<file path="config.mk">
export PLATFORM = sky130hd
export DESIGN_NAME = axis_uart_tx_flat
export DESIGN_NICKNAME = d
export VERILOG_FILES = /design/src/rtl/uart_pkg.sv /design/src/rtl/axis_uart_tx_if.sv /design/src/rtl/uart_baud_gen.sv /design/src/rtl/axis_uart_tx.sv /design/src/flat_wrapper.sv
export SDC_FILE = /design/constraint.sdc
export NUM_CORES = 1
export LEC_CHECK = 0
export ABC_AREA = 1
export BUFFER_PORTS_ARGS = -buffer_cell sky130_fd_sc_hd__buf_2
export CAP_MARGIN = 5
export CORE_MARGIN = 2
export CORE_UTILIZATION = 49
export DETAILED_ROUTE_END_ITERATION = 10
export GPL_TIMING_DRIVEN = 0
export PLACE_DENSITY = 0.65
export SETUP_SLACK_MARGIN = 0.02
export SYNTH_ARGS = -nofsm -noshare
export SYNTH_HDL_FRONTEND = slang
export SYNTH_SLANG_ARGS = --single-unit
</file>
<file path="constraint.sdc">
create_clock -name clk -period 1.7 [get_ports clk]
set_input_delay 0.255 -clock clk [delete_from_list [all_inputs] [get_ports clk]]
set_output_delay 0.255 -clock clk [all_outputs]
set_load 0.01 [all_outputs]
</file>
<file path="src/rtl/uart_pkg.sv">
// Shared definitions for the UART transmit and receive paths:
// FSM state encodings, parity modes and the baud divisor.
package uart_pkg;

    typedef enum logic [2:0] {
        IDLE,
        START,
        DATA,
        PAR,
        STOP
    } uart_state_t;

    localparam int PAR_NONE = 0;
    localparam int PAR_ODD  = 1;
    localparam int PAR_EVEN = 2;

    function automatic int baud_div(input int clk_freq, input int baud);
        return clk_freq / baud;
    endfunction

endpackage

</file>
<file path="src/rtl/axis_uart_tx_if.sv">
// AXI4-Stream byte channel feeding the UART transmitter.
interface axis_uart_tx_if #(
    parameter int W = 8
);
    logic [W-1:0] tdata;
    logic         tvalid;
    logic         tready;

    modport master (output tdata, output tvalid, input tready);
    modport slave  (input tdata, input tvalid, output tready);
endinterface

</file>
<file path="src/rtl/uart_baud_gen.sv">
// Bit-period timer: counts 0..BAUD_DIV-1 and pulses tick on the last count.
module uart_baud_gen #(
    parameter int BAUD_DIV = 868
) (
    input  logic clk,
    input  logic rst_n,
    input  logic clear,
    output logic tick
);
    localparam int             CW   = $clog2(BAUD_DIV) + 1;
    localparam logic [CW-1:0]  LAST = CW'(BAUD_DIV - 1);

    logic [CW-1:0] cnt;

    // NOTE: sequential state uses non-blocking assignments so every register
    // samples its inputs from before the edge, independent of process order.
    always_ff @(posedge clk or negedge rst_n) begin
        if (!rst_n) begin
            cnt <= '0;
        end else if (clear || cnt == LAST) begin
            cnt <= '0;
        end else begin
            cnt <= cnt + CW'(1);
        end
    end

    assign tick = (cnt == LAST);

endmodule

</file>
<file path="src/rtl/axis_uart_tx.sv">
// UART transmitter with an AXI4-Stream input and a one-entry holding register
// so the next byte can be accepted while the current frame shifts out.
module axis_uart_tx
    import uart_pkg::*;
#(
    parameter int CLK_FREQ  = 100_000_000,
    parameter int BAUD      = 115200,
    parameter int DATA_BITS = 8,
    parameter int PARITY    = PAR_NONE,
    parameter int STOP_BITS = 1
) (
    input  logic                 clk,
    input  logic                 rst_n,
    axis_uart_tx_if.slave        s_axis,
    output logic                 tx,
    output logic                 tx_busy
);
    localparam int             BAUD_DIV  = baud_div(CLK_FREQ, BAUD);
    localparam int             BW        = $clog2(DATA_BITS);
    localparam logic [BW-1:0]  LAST_BIT  = BW'(DATA_BITS - 1);
    localparam logic           LAST_STOP = 1'(STOP_BITS - 1);

    uart_state_t          state, state_next;
    logic [DATA_BITS-1:0] shift, shift_next;
    logic [BW-1:0]        bit_cnt, bit_cnt_next;
    logic                 stop_cnt, stop_cnt_next;
    logic                 par_bit, par_next;
    logic                 tx_next;
    logic                 load;
    logic                 tick;

    logic [DATA_BITS-1:0] hold_data;
    logic                 hold_valid, hold_valid_next;
    logic                 tready_q;
    logic                 accept;

    function automatic logic parity_of(input logic [DATA_BITS-1:0] d);
        return (PARITY == PAR_ODD) ? ~^d : ^d;
    endfunction

    uart_baud_gen #(.BAUD_DIV(BAUD_DIV)) u_baud (
        .clk   (clk),
        .rst_n (rst_n),
        .clear (load),
        .tick  (tick)
    );

    assign accept          = s_axis.tvalid && tready_q;
    assign hold_valid_next = accept || (hold_valid && !load);

    // NOTE: every signal written here gets a default first, so no path
    // leaves one unassigned and no latch is inferred.
    always_comb begin
        state_next    = state;
        shift_next    = shift;
        bit_cnt_next  = bit_cnt;
        stop_cnt_next = stop_cnt;
        par_next      = par_bit;
        tx_next       = tx;
        load          = 1'b0;

        unique case (state)
            IDLE: begin
                tx_next = 1'b1;
                load    = hold_valid;
            end
            START: begin
                if (tick) begin
                    state_next   = DATA;
                    bit_cnt_next = '0;
                    tx_next      = shift[0];
                end
            end
            DATA: begin
                if (tick) begin
                    if (bit_cnt == LAST_BIT) begin
                        if (PARITY != PAR_NONE) begin
                            state_next = PAR;
                            tx_next    = par_bit;
                        end else begin
                            state_next    = STOP;
                            stop_cnt_next = 1'b0;
                            tx_next       = 1'b1;
                        end
                    end else begin
                        shift_next   = shift >> 1;
                        bit_cnt_next = bit_cnt + BW'(1);
                        tx_next      = shift_next[0];
                    end
                end
            end
            PAR: begin
                if (tick) begin
                    state_next    = STOP;
                    stop_cnt_next = 1'b0;
                    tx_next       = 1'b1;
                end
            end
            STOP: begin
                if (tick) begin
                    if (stop_cnt == LAST_STOP) begin
                        // A held byte restarts immediately for a gapless stream.
                        if (hold_valid) load = 1'b1;
                        else            state_next = IDLE;
                    end else begin
                        stop_cnt_next = 1'b1;
                    end
                end
            end
            default: state_next = IDLE;
        endcase

        if (load) begin
            state_next = START;
            shift_next = hold_data;
            par_next   = parity_of(hold_data);
            tx_next    = 1'b0;
        end
    end

    always_ff @(posedge clk or negedge rst_n) begin
        if (!rst_n) begin
            state    <= IDLE;
            shift    <= '0;
            bit_cnt  <= '0;
            stop_cnt <= 1'b0;
            par_bit  <= 1'b0;
            tx       <= 1'b1;
        end else begin
            state    <= state_next;
            shift    <= shift_next;
            bit_cnt  <= bit_cnt_next;
            stop_cnt <= stop_cnt_next;
            par_bit  <= par_next;
            tx       <= tx_next;
        end
    end

    // tready mirrors the next hold state, so it is never high while a byte is held.
    always_ff @(posedge clk or negedge rst_n) begin
        if (!rst_n) begin
            hold_data  <= '0;
            hold_valid <= 1'b0;
            tready_q   <= 1'b1;
        end else begin
            if (accept) hold_data <= s_axis.tdata;
            hold_valid <= hold_valid_next;
            tready_q   <= !hold_valid_next;
        end
    end

    assign s_axis.tready = tready_q;
    assign tx_busy       = (state != IDLE) || hold_valid;

endmodule

</file>
<file path="src/flat_wrapper.sv">
// flat-port wrapper written by rule: the top's interface ports become plain ports
module axis_uart_tx_flat import uart_pkg::*;
#(
    parameter int CLK_FREQ  = 100_000_000,
    parameter int BAUD      = 115200,
    parameter int DATA_BITS = 8,
    parameter int PARITY    = PAR_NONE,
    parameter int STOP_BITS = 1
)
  (clk, rst_n, tx, tx_busy, s_axis_tdata, s_axis_tvalid, s_axis_tready);
  axis_uart_tx_if #(.W(8)) s_axis_i ();
  input  logic clk;
  input  logic rst_n;
  output logic tx;
  output logic tx_busy;
  input wire logic [$bits(s_axis_i.tdata)-1:0] s_axis_tdata;
  input wire logic [$bits(s_axis_i.tvalid)-1:0] s_axis_tvalid;
  output wire logic [$bits(s_axis_i.tready)-1:0] s_axis_tready;
  assign s_axis_i.tdata = s_axis_tdata;
  assign s_axis_i.tvalid = s_axis_tvalid;
  assign s_axis_tready = s_axis_i.tready;
  axis_uart_tx #(.CLK_FREQ(CLK_FREQ), .BAUD(BAUD), .DATA_BITS(DATA_BITS), .PARITY(PARITY), .STOP_BITS(STOP_BITS)) u_core (.clk(clk), .rst_n(rst_n), .s_axis(s_axis_i), .tx(tx), .tx_busy(tx_busy));
endmodule
</file>
# After elaboration in Yosys (flattened, before gate mapping)
# Cells that the tools add are included.
# totals
ff_bits	37
inputBits	11
elab_cells	85
output_inout_bits	3
# classes
mux	34
n_reduce_logical	19
eq_ne	21
add_sub_neg	2
# op_table
operator	count
$mux W3	11
$mux W8	4
$ne A3 B1 Y1 const B	5
$pmux W3 S5	1
$ne A2 B1 Y1 const B	7
$mux W1	13
$add A11 B1 Y11 const B	1
$eq A11 B10 Y1 const B	1
$mux W11	1
$reduce_and A4 Y1	2
$reduce_and A8 Y1	1
$eq A3 B2 Y1 const B	2
$eq A3 B3 Y1 const B	2
$pmux W3 S2	1
$reduce_bool A2 Y1	3
$reduce_bool A3 Y1	2
$reduce_and A5 Y1	1
$reduce_bool A5 Y1	1
$pmux W1 S4	1
$add A3 B1 Y3 const B	1
$eq A3 B1 Y1 const B	1
$logic_not A3 Y1	1
$logic_or A1 B1 Y1	3
$ne A3 B2 Y1 const B	1
7 further kinds	9

# Logic depth before layout (Yosys ltp)
# logic_depth
depth_word	8
depth_mapped	10
depth_no_buf	10

# Cells and area by module
# Synthesis repeated with hierarchy kept, for this count alone.
# hier_totals
hier_cells	219
hier_area_um2	1793.0
# by_module_without_submodules
mod	area_per_inst_um2	n_inst	seq_area_each_um2	cells_each
axis_uart_tx	1201.2	1	628.1	145
uart_baud_gen	591.8	1	275.3	74

# Least setup slack after synthesis
# OpenSTA, ideal clock, no wires.
# synth_path
path_kind	register to register
start	register u_core.u_baud.cnt[0]
end	register u_core.shift[1]
path_buffers	1
stages_incl_launch_ff	10
setup_slack_ns	0.198
arrival_time_ns	1.385
setup_ns	0.117
synth_period_minus_slack_ns	1.502
required_time_ns	1.583
cell_sequence	dfrtp_1 -> ha_1 -> inv_1 -> nor2_1 -> nand3_4 -> nand2_4 -> nand2_4 -> buf_6 -> o21ai_1 -> nor2_1
# synth_between
elab_chain_cells	5
elab_cells_between_ends	8
cone_classes	eq/ne: 2; mux: 3; reduce/logical: 3
# synth_rtl
element	line	rtl
start: declaration	uart_baud_gen.sv:13	logic [CW-1:0] cnt;
start signal: assignment	uart_baud_gen.sv:23	cnt <= cnt + CW'(1);
$eq A11 B10 Y1 *	uart_baud_gen.sv:27	assign tick = (cnt == LAST);
$mux W1	axis_uart_tx.sv:100	if (tick) begin
$pmux W1 S2	axis_uart_tx.sv:62	unique case (state)
$ne A2 B1 Y1 (no line) / $reduce_bool A2 Y1 (equally long branches)	-	
$reduce_and A3 Y1 (no line)	-	
end signal: assignment	axis_uart_tx.sv:131	shift <= shift_next;
end: declaration	axis_uart_tx.sv:24	logic [DATA_BITS-1:0] shift, shift_next;
# Mark *: on every way between the ends. The rest lies on a longest branch, timed or not.
# A chain may end at the register's enable or synchronous reset.

# Final worst setup path
# layout_path
start	register u_core.bit_cnt[0]
end	register u_core.shift[4]
# layout_between
elab_chain_cells	3
# layout_rtl
element	line	rtl
start: declaration	axis_uart_tx.sv:25	logic [BW-1:0] bit_cnt, bit_cnt_next;
start signal: assignment	axis_uart_tx.sv:132	bit_cnt <= bit_cnt_next;
$eq A3 B3 Y1	axis_uart_tx.sv:76	if (bit_cnt == LAST_BIT) begin
$ne A2 B1 Y1 (no line)	-	
$reduce_and A3 Y1 (no line)	-	
# Every way passes these cells.

==> out/results.tsv <==
stage	metric	value	unit
detailed_routing	Initial DRT Pass Iterations	4	
clock_network	Clk Latency, worst-skew pair	290	ps
detailed_routing	Via-to-Cell Ratio	4.82	
grt	first-pass GRT wire length	6020	um
critical_path	crit-path max FO	6	
critical_path	crit start category	flop	
final_layout	layout cells sized above 1	23.2	%
sta	Fin Hold WS	48.5	ps
placement	pre-CTS setup slack	6.19	ps
critical_path	R2R depth	9	
detailed_routing	DR DRC count	0	
synthesis	synth top area cells	dfrtp_1, nand2_1, nor2_1	
detailed_routing	Vias	1392	
sta	final worst slack	132	ps
critical_path	Worst Setup End Kind	flop	
synthesis	Post-synth EDFFs	0	
sta	Setup Skew	6.66	ps
synthesis	#FFs+latches synth	36	
grt	initial antenna violation count	0	
floorplan	IO Pins	14	
detailed_routing	remaining antenna violation count after routing	0	
clock_network	H-tree Lvls	2	
clock_network	Clk pin slew, worst setup/hold paths	70	ps
floorplan	CORE AREA	3610	um2
floorplan	site row count	22	
synthesis	Mean Syn Cell Area	8.52	um2
clock_network	cts hold-fix bufs	0	
sta	RSZ-0062 raised after global routing	no	
detailed_routing	drt wl/cell	11.6	um
grt	largest net degree at the start of global routing	37	
synthesis	ys flop type	dfrtp_1	
critical_path	CP endpoint	u_core.shift[4]	
placement	number of port buffers	13	
clock_network	CTS tree	yes	
synthesis	Async S/R FF share, synth	100	%
power	VDD IR max	0.000621	V
synthesis	YS warnings	0	
final_layout	n_diodes	0	
critical_path	Critical Path AT	1750	ps
placement	dpl hpwl	2320	um
final_layout	nets	254	
floorplan	Die Ht	65.0	um
final_layout	Fillers	342	
critical_path	worst path required time	1890	ps
placement	final RePlAce weighted congestion	0.786	
synthesis	Synthesized Nets	228	
synthesis	count of different cell masters after synthesis	27	
floorplan	Die X	65.0	um
critical_path	flop2flop setup slack	130	ps
floorplan	die area	4220	um2
grt	Congestion Overflow GR	0	
sta	crit share post-route	92.3	%
power	PnR Total Power	1.74	mW
critical_path	RR Startpoint	u_core.bit_cnt[0]	
sta	crit path time final	1570	ps
sta	pin slew with the least headroom to its limit	779	ps
clock_network	TritonCTS buffer count	5	
detailed_routing	drt total wl	3350	um
sta	fin. max-slew vios	0	
worst_hold_path	Worst Hold Class	in -> async	
clock_network	clk sinks	36	
critical_path	critical path class	reg -> reg	
final_layout	Final Non-Filler Cells	289	
placement	Placed Cells	275	
sta	setup violators final	0	
synthesis	Mapped Area	1820	um2
grt	vias in the first global route	1317	
sta	Max Fclk	638	MHz
detailed_routing	1st-iter DRT viols	60	
grt	Tot GR Track Use	18.8	%
power	Leakage Power	1.07	nW
synthesis	largest area contributor in the netlist	dfrtp_1	
critical_path	crit path launch	u_core.bit_cnt[0]	
clock_network	Bufs on Longest Clock Path	2	
sta	final hold vios	0	
clock_network	Root Driver	clkbuf_8	
sta	Rel. slew slack	48.1	%
final_layout	P&R area growth vs syn	17.0	%
run_status	status	complete, no violations	
synthesis	Mapped Cells	214	
power	Power Density	817	nW/um2
critical_path	Crit Reg-Reg Endpoint	u_core.shift[4]	
floorplan	Starting Density	50.6	%
flow_run	Max Cap Viol	0	
synthesis	sequential-to-total area share from yosys stat	49.6	%
sta	Setup TNS Final	0	ps
synthesis	top cell type's share of synthesized area	46.7	%
[power breakdown]
group | internal (mW) | switching [mW] | leakage [nW]
clock network | 0.370 | 0.291 | 0.0515
logic | 0.0693 | 0.0480 | 0.564
registers | 0.931 | 0.0326 | 0.452
total | 1.37 | 0.372 | 1.07
[placed cells by master (no fill, tap or decap), types with 2 or more instances in the layout]
cell type,instances
nand2_1,55
dfrtp_1,34
nor2_1,26
inv_1,24
nand3_1,13
buf_2,13
mux2_2,7
clkbuf_8,7
nand3b_1,6
buf_4,6
o21ai_0,5
nor2_4,4
nor2_2,4
a21oi_1,4
nand4_1,3
inv_2,3
nand2_4,3
ha_1,3
nor3_1,2
nor3_2,2
nor3b_1,2
o21ai_1,2
dfstp_2,2
[cell usage after synthesis, types with 3 or more instances]
| cell type | count |
|---|---|
| dfrtp_1 | 34 |
| a21oi_1 | 4 |
| nand4_1 | 3 |
| nor3b_1 | 3 |
| nor2_4 | 3 |
| ha_1 | 3 |
| nand3_1 | 13 |
| nand3b_1 | 6 |
| o21ai_0 | 5 |
| nor3_1 | 4 |
| nand2_1 | 55 |
| mux2_2 | 7 |
| nand2_4 | 3 |
| nor2_2 | 3 |
| nor2_1 | 28 |
| inv_1 | 25 |
[kinds of logic (layout without fill, tap and decap cells)]
family          after synthesis  count (layout)  synth area share, %
flops                        36              36                 49.6
buf+inv                      28              55                 6.18
compound gates               15              15                 4.53
xor+xnor                      1               1                0.481
mux                           7               7                 4.32
simple gates                124             124                 32.9
fa+ha+maj                     3               3                 2.06
[sequential cells by signal, indices dropped and copies added (netlist names)]
name	flops
u_core.hold_valid	1
u_core.tx	1
u_core.state	3
u_core.hold_data	8
u_core.bit_cnt	3
u_core.shift	8
u_core.s_axis.tready	1
u_core.u_baud.cnt	11
[critical path: stages, from the launching register on]
cell and delay, ps:
dfrtp_1 390, ha_1 210, ha_1 190, inv_1 80
nand2_1 80, nor2_4 170, buf_4 160, nand3b_1 70
nand2_1 70, nor2_1 40
[area by class of cell]
class | instances | area, um2 | share of cell area [%]
flip-flops and latches | 36 | 903 | 42.4
plain buffers | 1 | 11.3 | 0.528
well taps | 48 | 60.1 | 2.82
multi-input cells | 150 | 846 | 39.7
inverters | 27 | 101 | 4.75
repair buffers | 19 | 110 | 5.16
clock buffers | 8 | 100 | 4.69
[metrics by stage]
stage                     utilization (%)  cell area (um2)
after floorplan                         -             1820
after global placement               54.0             1950
after detailed placement             54.0             1950
after CTS                            57.5             2070
after global routing                 59.1             2130
final                                59.1             2130
[worst min-delay path by stage]
stage | endpoint | slack, ps | depth (start not counted)
floorplan | u_core.bit_cnt[0] | -40 | 0
global placement | u_core.u_baud.cnt[8] | 390 | 1
detailed placement | u_core.u_baud.cnt[8] | 380 | 1
CTS | u_core.shift[4] | 70 | 1
global route | u_core.u_baud.cnt[8] | 120 | 1
finish | u_core.shift[4] | 50 | 1
[metal layers]
layer  wire [um]  track usage (%)  up-vias
li1            -                -      733
met5           0                0        -
met4          69             10.4        0
met3         119             3.13        6
met1        1680             25.7      625
met2        1490             28.5       28
[what timing repair did]
action	CTS	global route
pin swaps	1	1
buffers inserted	3	3
resized for setup	1	8
endpoints found under the setup margin	4	12
Power figures use the tool's default switching activity.
